==> config.mk <==
export PLATFORM = sky130hd
export DESIGN_NAME = load_store_unit_flat
export DESIGN_NICKNAME = d
export VERILOG_FILES = /design/src/rtl/load_store_unit_pkg.sv /design/src/rtl/load_store_unit_if.sv /design/src/rtl/load_store_unit_load_align.sv /design/src/rtl/load_store_unit.sv /design/src/flat_wrapper.sv
export SDC_FILE = /design/constraint.sdc
export NUM_CORES = 1
export LEC_CHECK = 0
export BUFFER_PORTS_ARGS = -buffer_cell sky130_fd_sc_hd__buf_2
export CORE_MARGIN = 1.5
export CORE_UTILIZATION = 45
export DETAILED_ROUTE_END_ITERATION = 10
export GPL_ROUTABILITY_DRIVEN = 0
export GPL_TIMING_DRIVEN = 0
export PLACE_DENSITY = 0.72
export SETUP_SLACK_MARGIN = 0.15
export SYNTH_ARGS = -nofsm -noshare
export SYNTH_HDL_FRONTEND = slang
export SYNTH_HIERARCHICAL = 1
export SYNTH_SLANG_ARGS = --single-unit
==> constraint.sdc <==
create_clock -name clk_i -period 3 [get_ports clk_i]
set_clock_uncertainty 0.2 [all_clocks]
set_input_delay 0.3 -clock clk_i [delete_from_list [all_inputs] [get_ports clk_i]]
set_output_delay 0.3 -clock clk_i [all_outputs]
set_load 0.005 [all_outputs]
==> src/rtl/load_store_unit_pkg.sv <==
// Shared types and helpers for the load/store unit: access sizes, FSM states,
// byte-enable base patterns and the alignment check.
package lsu_pkg;

   typedef enum logic [1:0] {
      SZ_B   = 2'b00,
      SZ_H   = 2'b01,
      SZ_W   = 2'b10,
      SZ_ILL = 2'b11
   } size_e;

   typedef enum logic [1:0] {
      IDLE = 2'b00,
      REQ  = 2'b01,
      WAIT = 2'b10,
      RESP = 2'b11
   } state_e;

   localparam logic [3:0] BE_BYTE = 4'b0001;
   localparam logic [3:0] BE_HALF = 4'b0011;
   localparam logic [3:0] BE_WORD = 4'b1111;

   function automatic logic misaligned(size_e size, logic [1:0] ofs);
      case (size)
         SZ_H:    return ofs[0];
         SZ_W:    return ofs != 2'b00;
         default: return 1'b0;
      endcase
   endfunction

endpackage

==> src/rtl/load_store_unit_if.sv <==
// Execute-side op port, data-memory bus and register-file write port of the LSU.
// slave = LSU view, master = environment (execute stage, memory, RF) view.
interface load_store_unit_if #(
   parameter int Width    = 32,
   parameter int RegAddrW = 5
);
   logic                ls_valid_i;
   logic                ls_ready_o;
   logic                ls_we_i;
   logic [1:0]          ls_size_i;
   logic                ls_unsigned_i;
   logic [Width-1:0]    ls_addr_i;
   logic [Width-1:0]    ls_wdata_i;
   logic [RegAddrW-1:0] ls_rd_i;

   logic                dmem_req_o;
   logic                dmem_gnt_i;
   logic                dmem_we_o;
   logic [3:0]          dmem_be_o;
   logic [Width-1:0]    dmem_addr_o;
   logic [Width-1:0]    dmem_wdata_o;
   logic                dmem_rvalid_i;
   logic [Width-1:0]    dmem_rdata_i;

   logic                wb_we_o;
   logic [RegAddrW-1:0] wb_rd_o;
   logic [Width-1:0]    wb_data_o;
   logic                done_o;
   logic                err_o;
   logic [Width-1:0]    err_addr_o;

   modport slave (
      input  ls_valid_i, ls_we_i, ls_size_i, ls_unsigned_i, ls_addr_i, ls_wdata_i, ls_rd_i,
      output ls_ready_o,
      output dmem_req_o, dmem_we_o, dmem_be_o, dmem_addr_o, dmem_wdata_o,
      input  dmem_gnt_i, dmem_rvalid_i, dmem_rdata_i,
      output wb_we_o, wb_rd_o, wb_data_o, done_o, err_o, err_addr_o
   );

   modport master (
      output ls_valid_i, ls_we_i, ls_size_i, ls_unsigned_i, ls_addr_i, ls_wdata_i, ls_rd_i,
      input  ls_ready_o,
      input  dmem_req_o, dmem_we_o, dmem_be_o, dmem_addr_o, dmem_wdata_o,
      output dmem_gnt_i, dmem_rvalid_i, dmem_rdata_i,
      input  wb_we_o, wb_rd_o, wb_data_o, done_o, err_o, err_addr_o
   );

endinterface

==> src/rtl/load_store_unit_load_align.sv <==
// Load data alignment: shifts the addressed lane down to bit 0 and
// sign- or zero-extends it to the full register width.
module lsu_load_align
   import lsu_pkg::*;
#(
   parameter int Width = 32
) (
   input  logic [Width-1:0] rdata,
   input  logic [1:0]       ofs,
   input  size_e            size,
   input  logic             uns,
   output logic [Width-1:0] data
);

   logic [Width-1:0] lane;

   assign lane = rdata >> {ofs, 3'b000};

   always_comb begin
      data = lane;
      case (size)
         SZ_B: data = uns ? {{(Width-8){1'b0}}, lane[7:0]}
                          : {{(Width-8){lane[7]}}, lane[7:0]};
         SZ_H: data = uns ? {{(Width-16){1'b0}}, lane[15:0]}
                          : {{(Width-16){lane[15]}}, lane[15:0]};
         default: data = lane;
      endcase
   end

endmodule

==> src/rtl/load_store_unit.sv <==
// Load/store engine between execute and the register-file write port.
// Optional WAIT-state watchdog enabled by defining LSU_TIMEOUT_EN.
//
// state | meaning
// IDLE  | ready for an op; faulting ops retire from here with err
// REQ   | dmem_req_o held with stable addr/we/be/wdata until grant
// WAIT  | load granted, waiting for rvalid (or watchdog expiry)
// RESP  | one-cycle retire: done_o, plus RF write for loads
module load_store_unit
   import lsu_pkg::*;
#(
   parameter int Width       = 32,
   parameter int RegAddrW    = 5,
   parameter int TimeoutCycs = 255
) (
   input  logic              clk_i,
   input  logic              rst_ni,
   load_store_unit_if.slave  bus
);

   state_e              state_q, state_d;
   logic                we_q, uns_q;
   size_e               size_q;
   logic [Width-1:0]    addr_q, wdata_q;
   logic [RegAddrW-1:0] rd_q;
   logic [3:0]          be_q;
   logic                err_pend_q, err_set;
   logic [Width-1:0]    err_addr_q;
   logic [Width-1:0]    wb_data_q;
   logic [RegAddrW-1:0] wb_rd_q;
   logic [Width-1:0]    align_data;
   logic                accept, bad_op, tmo_hit;
   size_e               size_in;
   logic [3:0]          be_in;
   logic [Width-1:0]    wdata_in;

   assign size_in = size_e'(bus.ls_size_i);
   assign accept  = bus.ls_valid_i && (state_q == IDLE);
   assign bad_op  = (size_in == SZ_ILL) || misaligned(size_in, bus.ls_addr_i[1:0]);

   always_comb begin
      be_in    = BE_WORD;
      wdata_in = bus.ls_wdata_i;
      case (size_in)
         SZ_B: begin
            be_in    = BE_BYTE << bus.ls_addr_i[1:0];
            wdata_in = {(Width/8){bus.ls_wdata_i[7:0]}};
         end
         SZ_H: begin
            be_in    = BE_HALF << bus.ls_addr_i[1:0];
            wdata_in = {(Width/16){bus.ls_wdata_i[15:0]}};
         end
         default: ;
      endcase
   end

`ifdef LSU_TIMEOUT_EN
   // Reloaded while requesting so the first WAIT cycle sees TimeoutCycs-1.
   logic [7:0] tmo_cnt_q;

   always_ff @(posedge clk_i or negedge rst_ni) begin
      if (!rst_ni) begin
         tmo_cnt_q <= 8'd0;
      end else if (state_q == REQ) begin
         tmo_cnt_q <= 8'(TimeoutCycs - 1);
      end else if (state_q == WAIT && tmo_cnt_q != 8'd0) begin
         tmo_cnt_q <= tmo_cnt_q - 8'd1;
      end
   end

   assign tmo_hit = (tmo_cnt_q == 8'd0);
`else
   // Constant false: without the watchdog a load waits for rvalid indefinitely.
   assign tmo_hit = (TimeoutCycs < 0);
`endif

   always_comb begin
      state_d = state_q;
      err_set = 1'b0;
      case (state_q)
         IDLE: begin
            if (accept) begin
               if (bad_op) err_set = 1'b1;
               else        state_d = REQ;
            end
         end
         REQ: begin
            if (bus.dmem_gnt_i) state_d = we_q ? RESP : WAIT;
         end
         WAIT: begin
            if (bus.dmem_rvalid_i) begin
               state_d = RESP;
            end else if (tmo_hit) begin
               err_set = 1'b1;
               state_d = IDLE;
            end
         end
         RESP:    state_d = IDLE;
         default: state_d = IDLE;
      endcase
   end

   always_ff @(posedge clk_i or negedge rst_ni) begin
      if (!rst_ni) begin
         state_q    <= IDLE;
         we_q       <= 1'b0;
         uns_q      <= 1'b0;
         size_q     <= SZ_B;
         addr_q     <= '0;
         wdata_q    <= '0;
         rd_q       <= '0;
         be_q       <= '0;
         err_pend_q <= 1'b0;
         err_addr_q <= '0;
         wb_data_q  <= '0;
         wb_rd_q    <= '0;
      end else begin
         state_q    <= state_d;
         err_pend_q <= err_set;
         if (accept) begin
            we_q    <= bus.ls_we_i;
            uns_q   <= bus.ls_unsigned_i;
            size_q  <= size_in;
            addr_q  <= bus.ls_addr_i;
            wdata_q <= wdata_in;
            rd_q    <= bus.ls_rd_i;
            be_q    <= be_in;
         end
         if (err_set) err_addr_q <= (state_q == IDLE) ? bus.ls_addr_i : addr_q;
         if (state_q == WAIT && bus.dmem_rvalid_i) begin
            wb_data_q <= align_data;
            wb_rd_q   <= rd_q;
         end
      end
   end

   lsu_load_align #(.Width(Width)) u_load_align (
      .rdata (bus.dmem_rdata_i),
      .ofs   (addr_q[1:0]),
      .size  (size_q),
      .uns   (uns_q),
      .data  (align_data)
   );

   // Bus outputs are forced to zero outside REQ so idle/reset values are clean.
   assign bus.ls_ready_o   = (state_q == IDLE);
   assign bus.dmem_req_o   = (state_q == REQ);
   assign bus.dmem_we_o    = (state_q == REQ) && we_q;
   assign bus.dmem_be_o    = (state_q == REQ) ? be_q : 4'b0000;
   assign bus.dmem_addr_o  = (state_q == REQ) ? {addr_q[Width-1:2], 2'b00} : '0;
   assign bus.dmem_wdata_o = (state_q == REQ) ? wdata_q : '0;

   assign bus.wb_we_o    = (state_q == RESP) && !we_q && (rd_q != '0);
   assign bus.wb_rd_o    = wb_rd_q;
   assign bus.wb_data_o  = wb_data_q;
   assign bus.done_o     = (state_q == RESP) || err_pend_q;
   assign bus.err_o      = err_pend_q;
   assign bus.err_addr_o = err_addr_q;

endmodule
==> src/flat_wrapper.sv <==
// flat-port wrapper written by rule: the top's interface ports become plain ports
module load_store_unit_flat import lsu_pkg::*;
#(
   parameter int Width       = 32,
   parameter int RegAddrW    = 5,
   parameter int TimeoutCycs = 255
)
  (clk_i, rst_ni, bus_ls_valid_i, bus_ls_we_i, bus_ls_size_i, bus_ls_unsigned_i, bus_ls_addr_i, bus_ls_wdata_i, bus_ls_rd_i, bus_ls_ready_o, bus_dmem_req_o, bus_dmem_we_o, bus_dmem_be_o, bus_dmem_addr_o, bus_dmem_wdata_o, bus_dmem_gnt_i, bus_dmem_rvalid_i, bus_dmem_rdata_i, bus_wb_we_o, bus_wb_rd_o, bus_wb_data_o, bus_done_o, bus_err_o, bus_err_addr_o);
  load_store_unit_if #(.Width(Width), .RegAddrW(RegAddrW)) bus_i ();
  input  logic clk_i;
  input  logic rst_ni;
  input wire logic [$bits(bus_i.ls_valid_i)-1:0] bus_ls_valid_i;
  input wire logic [$bits(bus_i.ls_we_i)-1:0] bus_ls_we_i;
  input wire logic [$bits(bus_i.ls_size_i)-1:0] bus_ls_size_i;
  input wire logic [$bits(bus_i.ls_unsigned_i)-1:0] bus_ls_unsigned_i;
  input wire logic [$bits(bus_i.ls_addr_i)-1:0] bus_ls_addr_i;
  input wire logic [$bits(bus_i.ls_wdata_i)-1:0] bus_ls_wdata_i;
  input wire logic [$bits(bus_i.ls_rd_i)-1:0] bus_ls_rd_i;
  output wire logic [$bits(bus_i.ls_ready_o)-1:0] bus_ls_ready_o;
  output wire logic [$bits(bus_i.dmem_req_o)-1:0] bus_dmem_req_o;
  output wire logic [$bits(bus_i.dmem_we_o)-1:0] bus_dmem_we_o;
  output wire logic [$bits(bus_i.dmem_be_o)-1:0] bus_dmem_be_o;
  output wire logic [$bits(bus_i.dmem_addr_o)-1:0] bus_dmem_addr_o;
  output wire logic [$bits(bus_i.dmem_wdata_o)-1:0] bus_dmem_wdata_o;
  input wire logic [$bits(bus_i.dmem_gnt_i)-1:0] bus_dmem_gnt_i;
  input wire logic [$bits(bus_i.dmem_rvalid_i)-1:0] bus_dmem_rvalid_i;
  input wire logic [$bits(bus_i.dmem_rdata_i)-1:0] bus_dmem_rdata_i;
  output wire logic [$bits(bus_i.wb_we_o)-1:0] bus_wb_we_o;
  output wire logic [$bits(bus_i.wb_rd_o)-1:0] bus_wb_rd_o;
  output wire logic [$bits(bus_i.wb_data_o)-1:0] bus_wb_data_o;
  output wire logic [$bits(bus_i.done_o)-1:0] bus_done_o;
  output wire logic [$bits(bus_i.err_o)-1:0] bus_err_o;
  output wire logic [$bits(bus_i.err_addr_o)-1:0] bus_err_addr_o;
  assign bus_i.ls_valid_i = bus_ls_valid_i;
  assign bus_i.ls_we_i = bus_ls_we_i;
  assign bus_i.ls_size_i = bus_ls_size_i;
  assign bus_i.ls_unsigned_i = bus_ls_unsigned_i;
  assign bus_i.ls_addr_i = bus_ls_addr_i;
  assign bus_i.ls_wdata_i = bus_ls_wdata_i;
  assign bus_i.ls_rd_i = bus_ls_rd_i;
  assign bus_ls_ready_o = bus_i.ls_ready_o;
  assign bus_dmem_req_o = bus_i.dmem_req_o;
  assign bus_dmem_we_o = bus_i.dmem_we_o;
  assign bus_dmem_be_o = bus_i.dmem_be_o;
  assign bus_dmem_addr_o = bus_i.dmem_addr_o;
  assign bus_dmem_wdata_o = bus_i.dmem_wdata_o;
  assign bus_i.dmem_gnt_i = bus_dmem_gnt_i;
  assign bus_i.dmem_rvalid_i = bus_dmem_rvalid_i;
  assign bus_i.dmem_rdata_i = bus_dmem_rdata_i;
  assign bus_wb_we_o = bus_i.wb_we_o;
  assign bus_wb_rd_o = bus_i.wb_rd_o;
  assign bus_wb_data_o = bus_i.wb_data_o;
  assign bus_done_o = bus_i.done_o;
  assign bus_err_o = bus_i.err_o;
  assign bus_err_addr_o = bus_i.err_addr_o;
  load_store_unit #(.Width(Width), .RegAddrW(RegAddrW), .TimeoutCycs(TimeoutCycs)) u_core (.clk_i(clk_i), .rst_ni(rst_ni), .bus(bus_i));
endmodule
==> results of run 1 <==
==> through the flow <==
step,setup TNS [ns],area (sq um),hold WS [ns]
after floorplan,0,7650,-0.196
after global placement,-126.09,9170,0.253
after detailed placement,0,9200,0.107
after CTS,0,10400,0.00261
after global routing,0,10400,0.0134
final,0,10400,0.0170
==> worst max-delay path: stages (launching register included) <==
cell,delay (ns)
dfrtp_1,0.43
inv_1,0.10
ha_1,0.31
buf_2,0.32
clkbuf_2,0.27
and2_1,0.19
buf_2,0.12
==> synthesized netlist by cell type, types with 12 or more instances <==
library cell / n
a21oi_1: 46
o21ai_0: 33
dfrtp_1: 149
nor2b_1: 20
o21ai_1: 13
mux2i_1: 51
buf_2: 24
clkbuf_1: 12
and2_1: 67
nand2_1: 39
nor2_1: 45
mux2_2: 85
a21oi_2: 17
==> flip-flops by register name, indices dropped and copies added, names as in the netlist <==
signal,flops
u_core/wdata_q,32
u_core/we_q,1
u_core/size_q,2
u_core/bus.err_o,1
u_core/bus.wb_data_o,32
u_core/uns_q,1
u_core/bus.err_addr_o,32
u_core/be_q,4
u_core/bus.wb_rd_o,5
u_core/rd_q,5
u_core/addr_q,32
u_core/state_q,2
==> routing by layer <==
layer	share of wire [%]	track usage [%]	vias up
met1	42	32.3	3176
met5	0	0	-
met2	49	40.9	271
li1	-	-	3098
met4	2.6	9.72	0
met3	6.0	4.91	41
==> kinds of logic (layout without fill, tap and decap cells) <==
family	Yosys count	in the layout
xor+xnor	1	1
flops	149	149
other cells	1	3
buf+inv	56	402
mux	139	139
fa+ha+maj	9	9
compound gates	147	147
simple gates	198	198
==> how the worst max path moves through the flow <==
| stage | cells after the start | slack (ns) | startpoint | to |
|---|---|---|---|---|
| 5_1_grt | 6 | 0.18 | u_core/state_q[1]$_DFFE_PN0P_ | bus_dmem_wdata_o[25] |
| 2_1_floorplan | 8 | 1.13 | u_core/state_q[0]$_DFFE_PN0P_ | u_core/bus.err_addr_o[22]$_DFFE_PN0P_ |
| 6_report | 6 | 0.36 | u_core/state_q[1]$_DFFE_PN0P_ | bus_dmem_wdata_o[17] |
| 3_5_place_dp | 6 | 0.43 | u_core/state_q[1]$_DFFE_PN0P_ | bus_dmem_wdata_o[25] |
| 4_1_cts | 6 | 0.18 | u_core/state_q[1]$_DFFE_PN0P_ | bus_dmem_wdata_o[25] |
| 3_3_place_gp | 1 | -0.87 | rst_ni | u_core/wdata_q[5]$_DFFE_PN0N_ |
==> repair_timing <==
action / 4_1_cts / 5_1_grt
endpoints found under the hold margin: 142 / 0
resized for setup: 1 / 8
buffers inserted: 0 / 0
hold buffers: 65 / 0
endpoints found under the setup margin: 40 / 40
==> final cells by class <==
cell class / instances / share of cell area, %
clock buffers: 19 / 4.35
multi-input cells: 496 / 34.7
repair buffers: 314 / 18.5
flip-flops and latches: 149 / 35.8
inverters: 5 / 0.180
plain buffers: 51 / 2.84
well taps: 220 / 2.64
diodes: 1 / 0.0240
clock inverters: 13 / 0.949
==> where the power goes <==
| part | switching (uW) | total [uW] | internal [uW] |
|---|---|---|---|
| Combinational | 2320 | 4650 | 2330 |
| Clock | 878 | 1990 | 1110 |
| Sequential | 567 | 3570 | 3010 |
| Total | 3770 | 10200 | 6450 |
==> results.md, run 1 <==
* Dominant cell type by area after synthesis: dfrtp_1
* Number of nets with antenna violations after routing at 0
* Vias in the first global route at 6636
* Power Density at 981 nW/um^2
* Number of synthesized register bits at 149
* Clock Sinks at 149
* Largest net degree at the start of global routing at 95
* CTS tree: done
* Mux share of post-synthesis cell area at 19.7%
* Layout cells sized above 1 at 42.4%
* Final Non-Filler Cells at 1268
* DIE AREA at 17800 sq um
* Vias/cell at 5.19
* Row cnt at 47
* Endpoint, Worst Hold: u_core/wdata_q[24]$_DFFE_PN0N_
* Worst skew pair latency at 0.42 ns
* Reg2Reg Depth at 8
* Simple-Gate Fraction of Synth Area at 13.6%
* Synth Cell Area at 7650 sq um
* Core box area at 16600 sq um
* Commonest cells after routing, fill and taps aside: buf_2, dfrtp_1, mux2_2
* GRT Total Usage at 24.8%
* Detailed placer's ending HPWL at 15.4 mm
* R2R setup slack at 0.75 ns
* FF-to-FF End: u_core/bus.err_addr_o[28]$_DFFE_PN0P_
* Hold Path Depth at 3
* Mapped Avg Cell Area at 10.9 sq um
* Starting Density at 46.1%
* Seq/Total Area, Yosys at 48.7%
* Initial antenna violation count at 1
* Synth Flop Type: dfrtp_1
* Max frequency at 379 MHz
* Fillers at 1414
* DRT iter0 DRCs at 367
* First-pass GRT wire length at 34.5 mm
* CP Max Fanout at 10
* PortBufs at 248
* Synth Instances at 700
* Count of final setup violators at 0
* H-tree levels at 4
* Type of the tightest min-delay check: input pin to flop
* Critical Path RT at 2.50 ns
* Outcome: finished, final reports clean
* Reg area at 3730 sq um
* Final hold vios at 0
* Wirelength, routed at 21.8 mm
* Via Count at 6586
* Yosys warnings at 6
* Max Slew Vio Count at 0
* RSZ-0062 raised after global routing: no
* Post-synth cell types at 45
* Area contributors post-synth: dfrtp_1, mux2_2, mux2i_1
* Final core utilization at 62.8%
* Tot Pwr at 10200 uW
* Hold_sp: bus_ls_wdata_i[24]
* Leakage at 0.00505 uW
* Worst Path Arrival at 2.14 ns
* Clock Tree Buf Depth at 2
* Worst-margin pin slew at 0.568 ns
* Largest family of logic cells by synthesized area: multiplexers
* Crit Path Class: flop to primary output
* Final worst-path setup slack at 0.364 ns
* Fin nets at 1153
* Inst Count DP at 1170
* Post-synth EDFFs at 0
* DIE WIDTH at 133 microns
* Ys async rst share at 100%
* GRT overflow at 0
* Setup crit end kind: primary output
* Routed len/inst at 17.2 microns
* Most common cell after layout, fill and taps aside: buf_2
* Ratio of final minimum period to clock period at 87.9%
* CTS Root Buffer Type: clkbuf_16
* Synth Area in Compound Gates at 12.2%
* Detailed Routing Iterations Pass 1 at 7
* TritonCTS buffer count at 17
* Post-route minimum period at 2.64 ns
* Xor and xnor fraction of the mapped netlist area at 0.115%
* Peak supply drop at 0.507 mV
* Die Span Y at 133 microns
* Ports at 253
* Clk slew on worst S/H paths at 0.06 ns
* Pre-CTS WS at 0.428 ns
* Reg2reg start: u_core/state_q[0]$_DFFE_PN0P_
* Critical path launch point type: flop
* Adder-Cell Fraction of Synth Area at 1.47%
* Layout area overhead at 36.2%
* Drt drc at 0
* Slew headroom at 62.0%
* Top cell type's share of synthesized area at 48.7%
* Multi-input logic area at 3620 sq um
* Max_cap viols at 0
No activity file was read; power rests on OpenSTA's default activity.
==> inputs of run 2 (changes only) <==
==> constraint.sdc (replaced) <==
create_clock -name clk_i -period 3 [get_ports clk_i]
set_clock_uncertainty 0.2 [all_clocks]
set_input_delay 0.6 -clock clk_i [delete_from_list [all_inputs] [get_ports clk_i]]
set_output_delay 0.6 -clock clk_i [all_outputs]
set_load 0.005 [all_outputs]
==> run 2 against run 1 <==
Setup slack worse by 0.077 ns. Die area stayed put. Count of clock-buffer cells in the layout stayed put. Clock power about the same. Power is 0.98% lower. Sequential power barely moved. Sequential share of layout area rose by 2.3 points. Utilization down 3.8 points. Largest cell class unchanged.
==> results.md, run 2 (synthesized netlist as in run 1, its figures left out) <==
* Outcome: finished, final reports clean
* Hold_sp: bus_ls_rd_i[3]
* Slew headroom at 61.0% (-0.96 points)
* Endpoint, Worst Hold: u_core/rd_q[3]$_DFFE_PN0N_
* Switching share of total power at 36.6% (-0.25 points)
* CTS Root Buffer Type: clkbuf_16
* Detailed placer's ending HPWL at 15.4 mm (unchanged)
* TritonCTS buffer count at 17 (unchanged)
* Ports at 253 (unchanged)
* Vias in the first global route at 6104 (-8.0%)
* Vias/cell at 5.16 (-0.70%)
* DRT iter0 DRCs at 303 (-17%)
* Type of the tightest min-delay check: input pin to flop
* Count of final setup violators at 0 (unchanged)
* Row cnt at 47 (unchanged)
* Routed len/inst at 17.1 microns (-0.95%)
* Setup bufs post-CTS at 0 (unchanged)
* H-tree levels at 4 (unchanged)
* Pre-CTS WS at 0.128 ns (-0.300 ns)
* Max frequency at 369 MHz (-2.8%)
* Final worst-path setup slack at 0.287 ns (-0.0773 ns)
* Tot Pwr at 10100 uW (-0.98%)
* P_sw at 3700 uW (-1.7%)
* Power Density at 1030 nW/um^2 (+5.4%)
* Final hold vios at 0 (unchanged)
* Worst Path Arrival at 1.91 ns (-0.23 ns)
* GRT Total Usage at 23.4% (-1.4 points)
* Clk pwr share at 19.5% (about the same)
* PortBufs at 248 (unchanged)
* Cell area after layout at 9790 sq um (-6.0%)
* Hold Path Depth at 2 (-1)
* Detailed Routing Iterations Pass 1 at 5 (-2)
* Clock Tree Buf Depth at 2 (unchanged)
* Layout cells sized above 1 at 45.4% (+3.0 points)
* GRT overflow at 0 (unchanged)
* Pint at 6410 uW (-0.58%)
* Worst-margin pin slew at 0.582 ns (+0.0144 ns)
* Reg2reg start: u_core/state_q[0]$_DFFE_PN0P_
* Leakage at 0.00479 uW (-5.2%)
* Layout area overhead at 28.0%
* First-pass GRT wire length at 32.5 mm (-6.0%)
* Commonest cells after routing, fill and taps aside: buf_2, dfrtp_1, mux2_2
* Initial antenna violation count at 2 (+1)
* Most common cell after layout, fill and taps aside: buf_2
* Hold Slack at 0.211 ns (+0.194 ns)
* Worst skew pair latency at 0.42 ns (about the same)
* Fin nets at 1089 (-5.6%)
* Via Count at 6215 (-5.6%)
* Reg2Reg Depth at 8 (unchanged)
* Max Slew Vio Count at 0 (unchanged)
* R2R setup slack at 0.76 ns (about the same)
* Peak supply drop at 0.505 mV (-0.47%)
* Crit Path Class: flop to primary output
* Clk slew on worst S/H paths at 0.06 ns (about the same)
* Max_cap viols at 0 (unchanged)
* Setup crit end kind: primary output
* Fillers at 1516 (+7.2%)
* DIE AREA at 17800 sq um (unchanged)
* Starting Density at 46.1% (unchanged)
* Wirelength, routed at 20.6 mm (-5.9%)
* CP Max Fanout at 10 (unchanged)
* Reg area at 3730 sq um (unchanged)
* Post-route minimum period at 2.71 ns (+0.0773 ns)
* DIE WIDTH at 133 microns (unchanged)
* Drt drc at 0 (unchanged)
* Critical path launch point type: flop
* Die Span Y at 133 microns (unchanged)
* Critical Path RT at 2.20 ns (-0.30 ns)
* RSZ-0062 raised after global routing: yes
* FF-to-FF End: u_core/bus.err_addr_o[28]$_DFFE_PN0P_
* Power share of the combinational group at 45.3% (-0.3 points)
* Number of nets with antenna violations after routing at 0 (unchanged)
* Reg power frac at 35.2% (+0.2 points)
* Clock Sinks at 149 (unchanged)
* Ratio of final minimum period to clock period at 90.4% (+2.6 points)
* Largest net degree at the start of global routing at 95 (unchanged)
* CTS tree: done
* Core box area at 16600 sq um (unchanged)
* Cell Area, Placed at 9200 sq um (unchanged)
* Multi-input logic area at 3620 sq um (about the same)
run 2: changes by cell type in the layout (fill, tap and decap cells not counted):
cell / delta
buf_6: +1
ha_1: -1
dlygate4sd3_1: -64
buf_2: +1
clkbuf_4: +1
clkbuf_2: -2
ha_2: +1
clkbuf_1: -1
diode_2: +1
run 2: power groups by stage:
| stage | clock network, uW | logic, uW | registers [uW] |
|---|---|---|---|
| 2_1_floorplan | 0 | 2940 | 3510 |
| 3_3_place_gp | 0 | 4470 | 3560 |
| 3_5_place_dp | 0 | 4570 | 3590 |
| 4_1_cts | 2030 | 4610 | 3560 |
| 5_1_grt | 2120 | 5030 | 3690 |
| 6_report | 1970 | 4580 | 3560 |
run 2: area by class of cell:
class,count,area share (%)
tap,220,2.81
buffer,51,3.12
antenna,2,0.0511
timing repair buffer,250,13.1
multi-input combinational,496,37.0
inverter,5,0.192
clock inverter,13,1.01
clock buffer,19,4.63
sequential,149,38.1
run 2: worst max path at each step:
stage	from	endpoint	slack (ns)	cells after the start
floorplan	u_core/state_q[1]$_DFFE_PN0P_	bus_dmem_addr_o[25]	0.90	5
global placement	rst_ni	u_core/wdata_q[5]$_DFFE_PN0N_	-1.17	1
detailed placement	u_core/state_q[1]$_DFFE_PN0P_	bus_dmem_wdata_o[25]	0.13	6
CTS	u_core/state_q[1]$_DFFE_PN0P_	bus_dmem_wdata_o[25]	0.19	6
global route	u_core/state_q[1]$_DFFE_PN0P_	bus_dmem_wdata_o[25]	0.14	6
finish	u_core/state_q[1]$_DFFE_PN0P_	bus_dmem_wdata_o[18]	0.29	6
run 2: timing repair:
action	4_1_cts	5_1_grt
gates resized for setup	7	7
hold buffers	1	0
hold endpoints to repair	55	0
setup endpoints to repair	46	44
run 2: through the flow:
| stage | std cells | TNS, ns | utilization, % |
|---|---|---|---|
| 6_report | 1205 | 0 | 59.0 |
| 5_1_grt | 1204 | 0 | 59.0 |
| 4_1_cts | 1203 | 0 | 58.9 |
| 3_3_place_gp | 1169 | -170.79 | 55.3 |
| 2_1_floorplan | 701 | 0 | - |
| 3_5_place_dp | 1170 | 0 | 55.5 |
run 2: critical path, stage by stage, from the launching register on:
cell	delay, ns
dfrtp_1	0.43
inv_1	0.10
ha_2	0.27
buf_6	0.18
buf_2	0.22
and2_1	0.18
buf_2	0.12
run 2: per-layer routing:
layer  up-vias  GRT usage [%]  share of wire (%)
met5         -              0                  0
met4         0           7.49                1.4
met3        18           5.10                6.1
met2       212           37.8                 49
met1      3012           31.6                 43
li1       2973              -                  -
